--- src/rtl/sub16_seq_ctrl.sv ---
// rtl/sub16_seq_ctrl.sv - sequential 16-bit subtractor controller driving an external 4-bit slice
//
// Purpose: runs a 16-bit subtract as four nibble passes through an external
// 4-bit full-subtractor slice. The borrow is chained through a register.
// Supported ops are SUB (a-b), SBC (a-b-bin), CMP (flags only) and RSB (b-a).
//
// Ports:
//   clk, rst            rising-edge clock, synchronous active-high reset
//   start               request an operation (accepted in IDLE only)
//   op[1:0]             00 SUB, 01 SBC, 10 CMP, 11 RSB
//   a, b [15:0]         operands, captured when start is accepted
//   bin                 borrow-in, SBC only
//   busy                high while the nibble passes run
//   done                one-cycle completion pulse
//   result[15:0]        difference register (left untouched by CMP)
//   flag_z/n/b/v        zero, negative, borrow-out, signed overflow
//   slice_a/b[3:0]      nibble operands to the slice (zero outside RUN)
//   slice_bin           borrow into the slice (zero outside RUN)
//   slice_diff[3:0]     nibble difference from the slice
//   slice_bout          borrow out of the slice

module sub16_seq_ctrl (
   input  logic        clk,
   input  logic        rst,
   input  logic        start,
   input  logic [1:0]  op,
   input  logic [15:0] a,
   input  logic [15:0] b,
   input  logic        bin,
   output logic        busy,
   output logic        done,
   output logic [15:0] result,
   output logic        flag_z,
   output logic        flag_n,
   output logic        flag_b,
   output logic        flag_v,
   output logic [3:0]  slice_a,
   output logic [3:0]  slice_b,
   output logic        slice_bin,
   input  logic [3:0]  slice_diff,
   input  logic        slice_bout
);

   localparam logic [1:0] OP_SUB = 2'b00;
   localparam logic [1:0] OP_SBC = 2'b01;
   localparam logic [1:0] OP_CMP = 2'b10;
   localparam logic [1:0] OP_RSB = 2'b11;

   typedef enum logic [1:0] {IDLE, RUN, DONE} state_t;

   state_t      state;
   logic [1:0]  k;
   logic [1:0]  op_q;
   logic [15:0] first_q;
   logic [15:0] second_q;
   logic        borrow_q;
   logic        zero_q;

   // Bit offset of the current nibble.
   logic [3:0]  nib_lsb;
   logic        diff_zero;

   assign nib_lsb   = {k, 2'b00};
   assign diff_zero = (slice_diff == 4'h0);

   // Both are pure state decodes, so they change only on clock edges.
   assign busy = (state == RUN);
   assign done = (state == DONE);

   always_comb begin
      slice_a   = 4'h0;
      slice_b   = 4'h0;
      slice_bin = 1'b0;
      if (state == RUN) begin
         slice_a   = first_q[nib_lsb +: 4];
         slice_b   = second_q[nib_lsb +: 4];
         slice_bin = borrow_q;
      end
   end

   always_ff @(posedge clk) begin
      if (rst) begin
         state    <= IDLE;
         k        <= 2'd0;
         op_q     <= 2'b00;
         first_q  <= 16'h0000;
         second_q <= 16'h0000;
         borrow_q <= 1'b0;
         zero_q   <= 1'b0;
         result   <= 16'h0000;
         flag_z   <= 1'b0;
         flag_n   <= 1'b0;
         flag_b   <= 1'b0;
         flag_v   <= 1'b0;
      end else begin
         case (state)
            IDLE: begin
               if (start) begin
                  state    <= RUN;
                  k        <= 2'd0;
                  op_q     <= op;
                  // RSB swaps the operands so the datapath always does first-second.
                  first_q  <= (op == OP_RSB) ? b : a;
                  second_q <= (op == OP_RSB) ? a : b;
                  borrow_q <= (op == OP_SBC) ? bin : 1'b0;
                  zero_q   <= 1'b1;
               end
            end
            RUN: begin
               borrow_q <= slice_bout;
               zero_q   <= zero_q & diff_zero;
               if (op_q != OP_CMP) begin
                  result[nib_lsb +: 4] <= slice_diff;
               end
               k <= k + 2'd1;
               if (k == 2'd3) begin
                  state  <= DONE;
                  // Flags come from the live slice outputs of the top nibble.
                  flag_z <= zero_q & diff_zero;
                  flag_n <= slice_diff[3];
                  flag_b <= slice_bout;
                  flag_v <= (first_q[15] ^ second_q[15]) & (first_q[15] ^ slice_diff[3]);
               end
            end
            DONE: begin
               state <= IDLE;
            end
            default: begin
               state <= IDLE;
            end
         endcase
      end
   end

endmodule
--- config.mk ---
export PLATFORM = sky130hd
export DESIGN_NAME = sub16_seq_ctrl
export DESIGN_NICKNAME = d
export VERILOG_FILES = /design/src/rtl/sub16_seq_ctrl.sv
export SDC_FILE = /design/constraint.sdc
export NUM_CORES = 1
export LEC_CHECK = 0
export CELL_PAD_IN_SITES_DETAIL_PLACEMENT = 1
export CELL_PAD_IN_SITES_GLOBAL_PLACEMENT = 1
export CORE_MARGIN = 10
export CORE_UTILIZATION = 34
export CTS_CLUSTER_SIZE = 28
export DETAILED_ROUTE_END_ITERATION = 8
export GPL_TIMING_DRIVEN = 0
export PLACE_DENSITY = 0.75
export RECOVER_POWER = 100
export SETUP_SLACK_MARGIN = 0.02
export SKIP_LAST_GASP = 1
export SYNTH_ARGS = -nofsm -noshare
export SYNTH_HDL_FRONTEND = slang
export SYNTH_SLANG_ARGS = --single-unit
--- constraint.sdc ---
create_clock -name clk -period 1.65 [get_ports clk]
set_input_delay 0.33 -clock clk [delete_from_list [all_inputs] [get_ports clk]]
set_output_delay 0.33 -clock clk [all_outputs]
set_load 0.02 [all_outputs]
==> Yosys cells after proc, flatten, opt, wreduce, memory -nomap -nowiden <==
Index checks and enable logic that the tools add are counted.
{ "totals": {"ff_bits": 60, "input_bits": 43, "output_inout_bits": 31, "elab_cells": 54} }
{ "op_classes": {"n_addsub": 2, "eq_ne": 8, "shifts": 4, "muxes": 16, "n_bitwise": 4, "reduce_logical": 8} }
{ "op_table": {"columns": ["cell", "n"], "rows": [
  ["16-bit two-way mux", 2],
  ["16-bit by 5-bit indexed part select with 4-bit output", 2],
  ["16-bit bitwise mux", 1],
  ["4-bit by 6-bit variable shift with 16-bit output, first input constant", 1],
  ["4-bit by 6-bit indexed part select with 16-bit output", 1],
  ["2-bit AND reduction", 5],
  ["4-bit two-way mux", 2],
  ["2-bit one-hot mux with 2 select lines", 2],
  ["2-bit == test, second input constant", 3],
  ["2-bit two-way mux", 3],
  ["4-bit negator with 6-bit output", 1],
  ["2-bit by 1-bit == test with 1-bit output, second input constant", 2],
  ["4-bit logical NOT", 1],
  ["1-bit two-way mux", 4],
  ["2-bit != test, second input constant", 2],
  ["1-bit one-hot mux with 2 select lines", 2],
  ["2-bit by 1-bit adder with 2-bit output, second input constant", 1],
  ["1-bit AND", 2],
  ["2-bit logical NOT", 1],
  ["2-bit by 1-bit != test with 1-bit output, second input constant", 1],
  ["2-bit nonzero test", 1],
  ["1-bit XOR", 2]
]} }

==> Longest topological paths before layout <==
Gate-level depths: netlist of the first run.
{ "logic_depth": {"ltp_word": 4, "ltp_mapped": 7, "mapped_depth_nobuf": 5} }

==> Worst setup path before layout of the first run <==
Ideal clock, no wire load.
{ "synth_path": {"path_type": "reg2reg", "from": "register k[1]", "to": "register result[12]", "setup_ns": 0.072, "t_arrival_ns": 1.701, "required_ns": 1.578, "path_slack_ns": -0.122, "path_stages_with_launch": 7, "n_path_buf": 1, "period_less_slack_ns": 1.772, "cell_sequence": "dfxtp_1 -> clkbuf_1 -> inv_1 -> ha_1 -> nor4b_2 -> nand2_1 -> mux2i_1"} }
{ "synth_via": {"elab_chain_cells": 3, "word_cells_on_any_way": 4, "classes_between": "add/sub (1); shift (2); mux (1)"} }
{ "synth_rtl": {"columns": ["element", "line", "source"], "rows": [
  ["start: declaration", "52", "logic [1:0] k;"],
  ["start signal: assignment", "115", "k <= k + 2'd1;"],
  ["4-bit negator with 6-bit output *", "113", "result[nib_lsb +: 4] <= slice_diff;"],
  ["4-bit by 6-bit indexed part select with 16-bit output or 4-bit by 6-bit variable shift with 16-bit output (tied branches)", "113", null],
  ["16-bit bitwise mux *", "113", null],
  ["end signal: indexed assignment", "113", null],
  ["end: declaration", "32", "output logic [15:0] result,"]
]} }
Every way passes the cells marked *; elsewhere a longest branch is shown, timed or not.
A chain may end at the register's enable or synchronous reset.

==> Final worst setup path of the first run <==
{ "layout_path": {"from": "register k[0]", "to": "output port slice_a[0]"} }
{ "layout_via": {"elab_chain_cells": 2} }
{ "layout_rtl": {"columns": ["element", "line", "source"], "rows": [
  ["16-bit by 5-bit indexed part select with 4-bit output", "75", "slice_a = first_q[nib_lsb +: 4];"],
  ["4-bit two-way mux", "74", "if (state == RUN) begin"],
  ["end: declaration", "37", "output logic [3:0] slice_a,"]
]} }
No other way between the ends.

==> results of run 1 <==
metal layers:
layer,share of wire,global-route usage
met5,0,0
met1,0.42,0.198
met4,0.012,0.0618
met2,0.49,0.286
met3,0.072,0.0408
power groups by stage:
stage / Clock, mW / Sequential (mW) / Combinational, mW
2_1_floorplan: 0 / 1.61 / 0.453
3_3_place_gp: 0 / 1.62 / 0.719
3_5_place_dp: 0 / 1.62 / 0.731
4_1_cts: 1.51 / 1.59 / 0.814
5_1_grt: 1.58 / 1.61 / 0.896
6_report: 1.50 / 1.60 / 0.833
registers in the layout, summed over array words and instances, names as in the netlist:
signal / cells
second_q: 16
flag_z: 1
borrow_q: 1
zero_q: 1
flag_v: 1
first_q: 16
op_q: 2
k: 2
result: 16
flag_n: 1
flag_b: 1
state: 2
cell families after synthesis:
logic type      count (synthesis)
flops                          60
fa+ha+maj                       6
compound gates                 58
mux                            25
buf+inv                        37
simple gates                  165
worst max-delay path, delay by kind of cell (launching register included):
family,cells,cell delay [ns]
buf+inv,2,0.26
flops,1,0.41
mux,1,0.50
simple gates,1,0.16
final cells by class:
class / instances / area (um2) / area share
Buffer: 33 / 238 / 0.0532
Clock buffer: 11 / 141 / 0.0316
Clock inverter: 5 / 75.1 / 0.0168
Inverter: 3 / 21.3 / 0.00476
Multi-Input combinational cell: 254 / 1850 / 0.413
Sequential cell: 60 / 1210 / 0.271
Tap cell: 111 / 139 / 0.0311
Timing Repair Buffer: 84 / 798 / 0.179
worst max path at each step:
stage            endpoint  start  cells past startpoint  slack [ns]
2_1_floorplan  result[14]   k[0]                      7        0.02
3_3_place_gp   slice_a[2]   k[0]                      5       -0.59
3_5_place_dp   slice_a[2]   k[0]                      5       -0.59
4_1_cts        slice_a[0]   k[0]                      4       -0.35
5_1_grt        slice_a[0]   k[0]                      4       -0.41
6_report       slice_a[0]   k[0]                      4       -0.36
per-stage QoR:
stage | total power, mW | worst slack (ns)
global placement | 2.34 | -0.590
finish | 3.93 | -0.358
detailed placement | 2.36 | -0.587
CTS | 3.92 | -0.347
global route | 4.08 | -0.405
floorplan | 2.06 | 0.0203
timing repair:
action / 4_1_cts / 5_1_grt
gates cloned: 1 / 0
endpoints found under the hold margin: 0 / 0
hold buffers: 0 / 0
setup endpoints to repair: 40 / 39
setup buffers: 11 / 3
pin swaps: 11 / 8
resized for setup: 96 / 20
cell usage in the layout, fill, tap and decap left out, types with 3 or more instances in the layout:
cell type        synthesis  layout
mux4_2                   8       8
a21oi_1                 24      24
nand3_1                 36      36
dfxtp_1                 60      56
ha_1                     6       4
dlygate4sd2_1            0      14
buf_6                    8      17
a211oi_1                15      15
nand2_1                 42      40
a311oi_2                15      15
nor2_1                  34      34
buf_4                    1      13
and2_4                   0       8
clkbuf_1                11      18
clkdlybuf4s50_1          0      39
nor3_1                   4       4
nor2b_1                  6       6
nand2b_1                17      17
mux2i_1                 17      17
buf_8                    0       3
buf_2                   12       9
clkinv_2                 0       3
clkbuf_8                 0      10
==> results.cfg, run 1 <==
[run_status]
status = complete, but fails checks
violations = negative setup slack

[route]
routed_wl_um = 11400
wire_per_inst_um = 20.3
drt-vias-per-instance = 5.40
dr.pass1.iters = 4
drc_errors = 0
drt_iter0_drc = 120
drtAntennaViolNets = 0
vias = 3030

[clock_network]
htree_levels = 3
clk_pin_slew_worst_paths_ns = 0.07
numCtsBuffers = 9
clk_latency_ns = 0.35
ctsRootBufferMaster = clkbuf_8
cts_max_path_buffers = 2
clock_sinks = 60
cts_tree = done

[floorplanning]
core_mm2 = 0.00920
die_h_um = 117
top_level_ports = 74
initial_core_util = 0.348
dieWidth_um = 117
rows = 35
die_area_mm2 = 0.0137

[critical_path]
cp-end-kind = output pin
r2r-start = k[0]
rr_endpoint = result[9]
start_kind = flip-flop
ff2ff_setup_slack_ns = -0.05
critical_path_peak_fanout = 5
path_class = flip-flop to output pin
crit_slowest_cell = mux4_2
crit_chain = buf_12, mux4_2, and2_4, buf_6
arrival_ns = 1.68
critPathMaxStageDelay_ns = 0.50
ff2ff_path_depth = 8
crit_required_ns = 1.32

[worst_hold_path]
hold_path_class = input pin to flip-flop
hp-start = op[1]
holdPathStages = 3
hold_path_end = first_q[0]

[yosys]
yosysSeqAreaShare = 0.376
synth-edff-count = 0
syn_inst = 351
ys_top_cells_by_area = dfxtp_1 38%, a311oi_2 7.0%, nand3_1 5.6%
synth.largest_area_cell = dfxtp_1
synth-simple-area-share = 0.270
synthMostInstantiatedCell = dfxtp_1
yosys.area_share.xor_xnor = 0
synthMuxAreaShare = 0.110
synth_top_family_by_area = simple AND/OR/NAND/NOR gates
ys.flop_type = dfxtp_1
ys_top_cells_by_count = 60 x dfxtp_1, 42 x nand2_1, 36 x nand3_1
syn_area_mm2 = 0.00320
synth_compound_area_frac = 0.153
ys_types = 38
ys_seq_elements = 60
synthArstFlopShare = 0
synthAdderAreaFrac = 0.0235
syn_nets = 400
synth_top_area_share = 0.376
yosys_warnings = 0
syn_avg_cell_area_um2 = 9.11

[global_route]
grt_max_degree = 11
antenna_found_initial = 0
grt_usage = 0.167
overflow = 0
grt_pass1_vias = 3293
grt_pass1_wl_um = 17600

[timing]
whs_ns = 0.336
relSlewSlack = 0.536
fmax_mhz = 498
final_hold_viol_count = 0
tns_ns = -2.95
rsz0062_at_grt = true
min_period_ns = 2.01
fin_crit_sh = 1.22
layout_setup_ws_ns = -0.358
tightestPinTransition_ns = 0.695
setup_viol = 17
fin_skew_ns = 0.00675
maxSlewViolCount = 0

[finish]
drive_gt1_frac = 0.247
diodes = 0
fill_cells = 1081
fin_util = 0.486
fin_area_mm2 = 0.00447
final_cells = 561
area_growth_pct = 39.9
nets = 494

[placed_design]
hpwl_um = 7860
io_buffers = 70
placed_cells = 532
placed_cell_area_mm2 = 0.00406
gp_congestion = 0.823

[power_and_ir_drop]
leakagePower_nw = 1.71
p_comb_frac = 0.212
p_sw_mw = 1.10
internal_power_mw = 2.83
ir_drop_uv = 445
seq_power_share = 0.406
clockPowerShare = 0.382
power_density_mw_per_mm2 = 879
switching_share = 0.279

[job]
maxCapViolations = 0
No activity file was read; power rests on OpenSTA's default activity.
==> run 2: changes to the inputs <==
CORE_UTILIZATION = 35   (was 34)
CTS_BUF_LIST = sky130_fd_sc_hd__clkbuf_8   (was not set)
PLACE_DENSITY = 0.77   (was 0.75)
==> results.cfg, run 2 (same netlist as run 1, synthesis figures left out) <==
[clock_network]
clk_latency_ns = 0.35
cts_tree = done
clk_pin_slew_worst_paths_ns = 0.07
cts_max_path_buffers = 2
htree_levels = 3
clock_sinks = 60
ctsRootBufferMaster = clkbuf_8
numCtsBuffers = 9
cts_hold_buf = 0

[floorplanning]
die_h_um = 116
rows = 34
core_mm2 = 0.00881
top_level_ports = 74
initial_core_util = 0.363
dieWidth_um = 116
die_area_mm2 = 0.0134

[timing]
maxSlewViolCount = 0
setup_viol = 24
fin_skew_ns = 0.00929
fmax_mhz = 488
final_hold_viol_count = 0
relSlewSlack = 0.570
fin_crit_sh = 1.24
rsz0062_at_grt = true
tightestPinTransition_ns = 0.645
layout_setup_ws_ns = -0.397
min_period_ns = 2.05

[global_route]
grt_max_degree = 11
grt_pass1_vias = 3270
grt_pass1_wl_um = 17900
overflow = 0
antenna_found_initial = 0
grt_usage = 0.172

[power_and_ir_drop]
finalPower_mw = 3.67
ir_drop_uv = 390
leakagePower_nw = 1.72
power_density_mw_per_mm2 = 826

[route]
routed_wl_um = 11400
drc_errors = 0
dr.pass1.iters = 4
drtAntennaViolNets = 0
drt-vias-per-instance = 5.39
vias = 3027
drt_iter0_drc = 105
wire_per_inst_um = 20.4

[placed_design]
io_buffers = 70
placed_cells = 529
gp_congestion = 0.918
hpwl_um = 8430
preCtsSetupSlack_ns = -0.602
placed_cell_area_mm2 = 0.00406

[critical_path]
path_class = flip-flop to output pin
arrival_ns = 1.72
crit_required_ns = 1.32
ff2ff_path_depth = 9
start_kind = flip-flop
cp-end-kind = output pin
critical_path_peak_fanout = 5

[run_status]
violations = negative setup slack
status = complete, but fails checks

[finish]
fin_util = 0.504
area_growth_pct = 38.8
top_regs = first_q x16, result x16, second_q x16
diodes = 0
final_cell_mix = 58 x dfxtp_1, 39 x clkdlybuf4s50_1, 38 x nand2_1, 36 x nand3_1, 34 x nor2_1
drive_gt1_frac = 0.247
nets = 500
final_common_cell = dfxtp_1
fill_cells = 1024
final_cells = 562
fin_area_mm2 = 0.00444

[worst_hold_path]
hold_path_class = input pin to flip-flop
holdPathStages = 3

[job]
maxCapViolations = 0
-- run 2: where the power goes --
group          internal (mW)  leakage (nW)  total [mW]  switching, mW
Sequential              1.54         0.493        1.59         0.0551
Clock                  0.664        0.0973        1.23          0.563
Combinational          0.416          1.13       0.849          0.433
Total                   2.62          1.72        3.67           1.05
-- run 2: area by class of cell --
type,instances,area [um2],share of cell area
Buffer,33,209,0.0471
Multi-Input combinational cell,254,1850,0.418
Tap cell,108,135,0.0304
Timing Repair Buffer,90,841,0.189
Clock buffer,9,124,0.0279
Sequential cell,60,1210,0.272
Clock inverter,5,47.5,0.0107
Inverter,3,20.0,0.00451
-- run 2: what timing repair did --
action,CTS,global route
setup endpoints to repair,42,35
buffers inserted,11,8
pin swaps,11,5
resized for setup,100,12
gates cloned,1,0
-- run 2: final timing paths --
kind,start,to,slack [ns]
setup / recovery,k[0],slice_a[2],-0.40
hold / removal,op[1],first_q[0],0.36
setup reg to reg,k[0],result[0],-0.26
hold reg to reg,flag_z,flag_z,0.46
-- run 2: layer usage --
layer	vias up	global-route usage	part of all wire
met3	12	0.0465	0.058
li1	1439	-	-
met4	0	0.0574	0.014
met2	75	0.291	0.50
met5	-	0	0
met1	1501	0.206	0.43
-- run 2: critical path, stage by stage (launching register included) --
cell     delay (ns)
dfxtp_4        0.35
buf_8          0.12
buf_12         0.13
mux4_2         0.49
and2_4         0.15
buf_6          0.12
-- run 2: metrics by stage --
stage          hold WS, ns  TNS, ns
3_3_place_gp         0.439   -14.99
2_1_floorplan        0.431        0
5_1_grt              0.365    -8.91
3_5_place_dp         0.455   -17.88
4_1_cts              0.340    -5.95
6_report             0.358    -6.59
==> run 3: changes to the inputs <==
SLEW_MARGIN = 5   (was not set)
==> results of run 3 <==
Final layout, timing and power as in run 2 (identical DEF).
